--- config.mk ---
export PLATFORM = sky130hd
export DESIGN_NAME = uart_rx_buffer
export DESIGN_NICKNAME = d
export VERILOG_FILES = /design/src/rtl/uart_defs_pkg.sv /design/src/rtl/uart_rx_buffer_fifo.sv /design/src/rtl/uart_rx_buffer.sv
export SDC_FILE = /design/constraint.sdc
export NUM_CORES = 1
export LEC_CHECK = 0
export CAP_MARGIN = 10
export CORE_ASPECT_RATIO = 0.75
export CORE_MARGIN = 2
export CORE_UTILIZATION = 50
export DETAILED_ROUTE_END_ITERATION = 10
export GPL_ROUTABILITY_DRIVEN = 0
export GPL_TIMING_DRIVEN = 0
export PLACE_DENSITY = 0.71
export SLEW_MARGIN = 20
export SYNTH_ARGS = -nofsm -noshare
export SYNTH_HDL_FRONTEND = slang
export SYNTH_SLANG_ARGS = --single-unit
--- constraint.sdc ---
create_clock -name clock -period 2.1 [get_ports clock]
set_input_delay 0.21 -clock clock [delete_from_list [all_inputs] [get_ports clock]]
set_output_delay 0.21 -clock clock [all_outputs]
set_load 0.01 [all_outputs]
--- src/rtl/uart_defs_pkg.sv ---
// Shared UART constants used by the receive buffer and the register block.
// Defaults here set the FIFO depth, irq threshold and character-idle timeout.
package uart_defs;

  localparam int UART_DATA_WIDTH    = 8;
  localparam int RX_FIFO_ADDR_WIDTH = 4;
  localparam int RX_FIFO_THRESHOLD  = 8;
  // Four 8N1 character times measured in 16x oversampling ticks.
  localparam int RX_TIMEOUT_TICKS   = 640;
  localparam int TIMEOUT_CNT_WIDTH  = 16;

  typedef logic [UART_DATA_WIDTH-1:0] uart_byte_t;

endpackage

--- src/rtl/uart_rx_buffer_fifo.sv ---
// First-word-fall-through synchronous FIFO with an explicit occupancy count.
// A write into a full FIFO is accepted only when a read retires an entry in the same cycle.
module sync_fifo
  import uart_defs::*;
#(
  parameter int WIDTH      = UART_DATA_WIDTH,
  parameter int ADDR_WIDTH = RX_FIFO_ADDR_WIDTH
) (
  input  logic                  clock,
  input  logic                  reset,
  input  logic                  wr_en,
  input  logic [WIDTH-1:0]      wr_data,
  input  logic                  rd_en,
  output logic [WIDTH-1:0]      rd_data,
  output logic                  empty,
  output logic                  full,
  output logic [ADDR_WIDTH:0]   count,
  output logic [ADDR_WIDTH:0]   count_next,
  output logic                  wr_accept,
  output logic                  rd_accept
);

  localparam int DEPTH = 1 << ADDR_WIDTH;
  localparam logic [ADDR_WIDTH:0] FULL_COUNT = (ADDR_WIDTH+1)'(DEPTH);

  logic [WIDTH-1:0]      mem [DEPTH];
  logic [ADDR_WIDTH-1:0] wr_ptr;
  logic [ADDR_WIDTH-1:0] rd_ptr;

  assign empty     = (count == '0);
  assign full      = (count == FULL_COUNT);
  assign rd_accept = rd_en & ~empty;
  assign wr_accept = wr_en & (~full | rd_accept);
  assign rd_data   = mem[rd_ptr];

  always_comb begin
    count_next = count;
    case ({wr_accept, rd_accept})
      2'b10:   count_next = count + (ADDR_WIDTH+1)'(1);
      2'b01:   count_next = count - (ADDR_WIDTH+1)'(1);
      default: count_next = count;
    endcase
  end

  always_ff @(posedge clock) begin
    if (reset) begin
      wr_ptr <= '0;
      rd_ptr <= '0;
      count  <= '0;
    end else begin
      if (wr_accept) wr_ptr <= wr_ptr + ADDR_WIDTH'(1);
      if (rd_accept) rd_ptr <= rd_ptr + ADDR_WIDTH'(1);
      count <= count_next;
    end
  end

  // Storage carries no reset so it can map onto distributed RAM.
  always_ff @(posedge clock) begin
    if (wr_accept) mem[wr_ptr] <= wr_data;
  end

endmodule

--- src/rtl/uart_rx_buffer.sv ---
// Receive-side buffer: captures receiver bytes into a FWFT FIFO and raises a
// registered interrupt on fill threshold or on a character-idle timeout.
module uart_rx_buffer
  import uart_defs::*;
#(
  parameter int ADDR_WIDTH    = RX_FIFO_ADDR_WIDTH,
  parameter int THRESHOLD     = RX_FIFO_THRESHOLD,
  parameter int TIMEOUT_TICKS = RX_TIMEOUT_TICKS
) (
  input  logic                       clock,
  input  logic                       reset,
  input  logic                       uart_tick_16x,
  input  logic [UART_DATA_WIDTH-1:0] rx_data,
  input  logic                       rx_valid,
  input  logic                       rd_en,
  input  logic                       clr_overflow,
  output logic [UART_DATA_WIDTH-1:0] rd_data,
  output logic                       empty,
  output logic                       full,
  output logic [ADDR_WIDTH:0]        count,
  output logic                       overflow,
  output logic                       irq
);

  localparam logic [TIMEOUT_CNT_WIDTH-1:0] TIMEOUT_LIMIT = TIMEOUT_CNT_WIDTH'(TIMEOUT_TICKS);
  localparam logic [ADDR_WIDTH:0]          THRESH_COUNT  = (ADDR_WIDTH+1)'(THRESHOLD);

  logic [ADDR_WIDTH:0]            count_next;
  logic                           wr_accept;
  logic                           rd_accept;
  logic                           drop;
  logic [TIMEOUT_CNT_WIDTH-1:0]   timeout_cnt;
  logic [TIMEOUT_CNT_WIDTH-1:0]   timeout_cnt_next;
  logic                           timeout_flag;
  logic                           timeout_flag_next;
  logic                           timeout_clear;

  sync_fifo #(
    .WIDTH      (UART_DATA_WIDTH),
    .ADDR_WIDTH (ADDR_WIDTH)
  ) u_fifo (
    .clock      (clock),
    .reset      (reset),
    .wr_en      (rx_valid),
    .wr_data    (rx_data),
    .rd_en      (rd_en),
    .rd_data    (rd_data),
    .empty      (empty),
    .full       (full),
    .count      (count),
    .count_next (count_next),
    .wr_accept  (wr_accept),
    .rd_accept  (rd_accept)
  );

  assign drop = rx_valid & ~wr_accept;

  // Any FIFO activity, or nothing pending, restarts the idle measurement.
  always_comb begin
    timeout_clear     = wr_accept | rd_accept | empty;
    timeout_cnt_next  = timeout_cnt;
    timeout_flag_next = timeout_flag;
    if (timeout_clear) begin
      timeout_cnt_next  = '0;
      timeout_flag_next = 1'b0;
    end else begin
      if (uart_tick_16x && (timeout_cnt < TIMEOUT_LIMIT))
        timeout_cnt_next = timeout_cnt + TIMEOUT_CNT_WIDTH'(1);
      if (timeout_cnt == TIMEOUT_LIMIT)
        timeout_flag_next = 1'b1;
    end
  end

  // A fresh drop outranks a coincident clear so no loss goes unreported.
  always_ff @(posedge clock) begin
    if (reset) begin
      overflow     <= 1'b0;
      timeout_cnt  <= '0;
      timeout_flag <= 1'b0;
      irq          <= 1'b0;
    end else begin
      if (drop)              overflow <= 1'b1;
      else if (clr_overflow) overflow <= 1'b0;
      timeout_cnt  <= timeout_cnt_next;
      timeout_flag <= timeout_flag_next;
      irq          <= (count_next >= THRESH_COUNT) | timeout_flag_next;
    end
  end

endmodule

==> qor.yml <==
sta:
  hold_ws_ns: 0.186
  setup_violations: 10
  finalMaxSlewViolations: 0
  maxSlewHeadroom_pct: 53.3
  worst_pin_slew_ns: 0.700
  finalCritPeriodShare_pct: 120
  max_freq_mhz: 398
  finalClockSkew_ns: 0.0141
  min_period_ns: 2.51
  hold_violations: 0
  finalWorstSetupSlack_ns: -0.413
  rsz0062_at_grt: "yes"
drt:
  dr.pass1.iters: 4
  drt_iter0_markers: 269
  vias: 3514
  routed_wl_mm: 13.5
  final_antenna_net_count: 0
  drc_errors: 0
  vias_per_cell: 5.60
  routedWlPerCell_um: 21.5
clocking:
  clockRootBuffer: "clkbuf_16"
  cts_tree: "yes"
  cts.sinks: 164
  clk_pin_slew_worst_paths_ns: 0.06
  clk_latency_ns: 0.42
  cts_buffers: 17
  htreeDepth: 4
  clock_path_buffers: 2
power_and_ir_drop:
  powerDensity_nw_per_um2: 1190
  power_frac_clock_pct: 32.0
  power_frac_comb_pct: 28.9
  p_switching_uw: 2570
  vdd.ir_drop.worst_uv: 669
  power.leakage_uw: 0.00273
  share_seq_of_total_power_pct: 39.1
  p_sw_share_pct: 26.5
  intPower_uw: 7100
synthesis:
  synth_top_area_cell: "edfxtp_1"
  synthTopCellsByArea: "edfxtp_1, mux4_1, dfxtp_1"
  async_flop_share_pct: 0
  netlist-cell-type-count: 36
  ys_ff_latch: 164
  synthCells: 372
  synth_seq_area_share_pct: 68.8
  syn_area_per_cell_sq_um: 17.8
  syn_area_sq_um: 6640
  netlist.area_leader.share_pct: 57.9
  synth-main-ff-cell: "edfxtp_1"
  synth_edf_count: 128
  syn_nets: 398
  ys_warn_count: 0
die:
  die_x_um: 137
  initial_core_util_pct: 51.2
  fp-row-count: 36
  coreArea_sq_um: 13000
  die-area_sq_um: 14200
  die_height_um: 104
  io_pins: 31
global_routing:
  first_global_vias: 3511
  antenna_found_initial: 0
  track_usage_pct: 20.4
  overflow: 0
  grt_start_max_net_pins: 17
  grt_pass1_wl_mm: 20.4
worst_hold_path:
  whs_path_depth: 2
  min_from: "reset"
  hp-class: "in2reg"
placement:
  hpwl_mm: 7.97
  pre_cts_slack_ns: -0.639
  numPortBuffers: 29
critical_path:
  reg2reg_slack_ns: -0.15
  startpoint_type: "flip-flop"
  cp_data_arrival_time_ns: 2.30
  critical_path.max_fanout: 7
  worstSetupPathType: "reg2out"
  cp_slowest_stage_delay_ns: 0.50
  reg2reg_to: "irq"
  crit_slowest_cell: "mux4_2"
  cp_cell_sequence: "buf_12 > buf_16 > buf_4 > mux4_2 > mux4_2 > buf_6"
  cp_common_cell: "mux4_2"
  critPathCaptureType: "output pin"
  worst_ep_required_time_ns: 1.89
  r2r_cells: 10
cells_and_area:
  nets: 469
  n_antenna_cell: 0
  drive_above_1_share_pct: 28.5
  area_growth_pct: 22.2
run_status:
  outcome: "finished with violations"
  violations: "negative setup slack"
run:
  max_cap_viol_count: 0
flip-flops by register name, summed over array words and instances (netlist names), named ones only:
signal,flops
u_fifo.mem,128
timeout_cnt,16
u_fifo.count,4
u_fifo.rd_ptr,4
u_fifo.wr_ptr,4
irq,1
overflow,1
timeout_flag,1
power groups by stage:
stage               logic [uW]  clock network [uW]  registers, uW
CTS                       2630                3130           3770
finish                    2800                3090           3780
global placement          1930                   0           3820
global route              2970                3270           3800
floorplan                 1270                   0           3830
detailed placement        1960                   0           3830
per-stage QoR:
step           setup TNS (ns)  power [uW]  cell area, sq um  utilization, %  cells
2_1_floorplan         -0.0892        5100              6690               -    372
3_3_place_gp           -16.54        5750              7200            55.5    572
3_5_place_dp           -22.16        5790              7200            55.5    572
4_1_cts                 -3.61        9520              8030            61.9    624
5_1_grt                 -3.93       10000              8110            62.5    627
6_report                -3.30        9670              8110            62.5    627
layer usage:
| layer | track usage, % | vias up | share of wire (%) |
|---|---|---|---|
| li1 | - | 1578 | - |
| met1 | 28.7 | 1796 | 45 |
| met2 | 28.8 | 119 | 45 |
| met3 | 7.24 | 21 | 8.1 |
| met4 | 8.76 | 0 | 2.1 |
| met5 | 0 | - | 0 |
layout by cell type (no fill, tap or decap), drive strengths merged, types with 12 or more instances in the layout:
| master | synthesis | routed |
|---|---|---|
| nor2 | 29 | 29 |
| and2 | 22 | 22 |
| inv | 15 | 16 |
| edfxtp | 128 | 128 |
| clkdlybuf4s50 | 0 | 19 |
| buf | 9 | 40 |
| nand2 | 12 | 12 |
| clkbuf | 4 | 22 |
| mux4 | 40 | 40 |
| dfxtp | 36 | 36 |
worst max path at each step:
stage,from,endpoint,slack (ns),cells past startpoint
after floorplan,flip-flop,irq,-0.08,8
after global placement,flip-flop,rd_data[0],-0.58,4
after detailed placement,flip-flop,rd_data[0],-0.64,4
after CTS,flip-flop,rd_data[4],-0.47,6
after global routing,flip-flop,rd_data[3],-0.47,6
final,flip-flop,rd_data[5],-0.41,6
repair_timing:
action / 4_1_cts / 5_1_grt
pin swaps: 7 / 5
buffers inserted: 17 / 4
resized for setup: 87 / 18
cloned: 3 / 0
endpoints found under the hold margin: 0 / 0
hold buffers: 0 / 0
endpoints found under the setup margin: 52 / 69
critical path: cells and delay by family, from the launching register on:
family	cells	cell delay (ns)
muxes	2	1.00
buffers and inverters	4	0.54
DFF	1	0.34
synthesized netlist by cell type (all sizes together) (4+ instances only):
cell type / number
edfxtp: 128
ha: 11
mux4: 40
xor2: 4
nand4: 4
clkbuf: 4
and2: 22
o21ai: 4
mux2i: 5
buf: 9
dfxtp: 36
nor4: 5
nand3: 6
xnor2: 11
nor3: 4
nor2: 29
a21oi: 8
inv: 15
nand2: 12
kinds of logic (layout without fill, tap and decap cells):
logic type	Yosys count	in the layout	synth area share, %
compound gates	18	18	1.66
xor+xnor	15	15	1.98
fa+ha+maj	12	12	2.38
buf+inv	28	112	2.11
flops	164	164	68.8
mux	45	45	15.9
simple gates	90	90	7.20
layout make-up:
type	count	area (sq um)
plain buffers	13	131
clock buffers	18	429
clock inverters	14	161
fillers	902	4860
inverters	15	56.3
multi-input cells	180	1970
flip-flops and latches	164	4580
well taps	171	214
repair buffers	52	571
(Power assumes the default switching activity.)
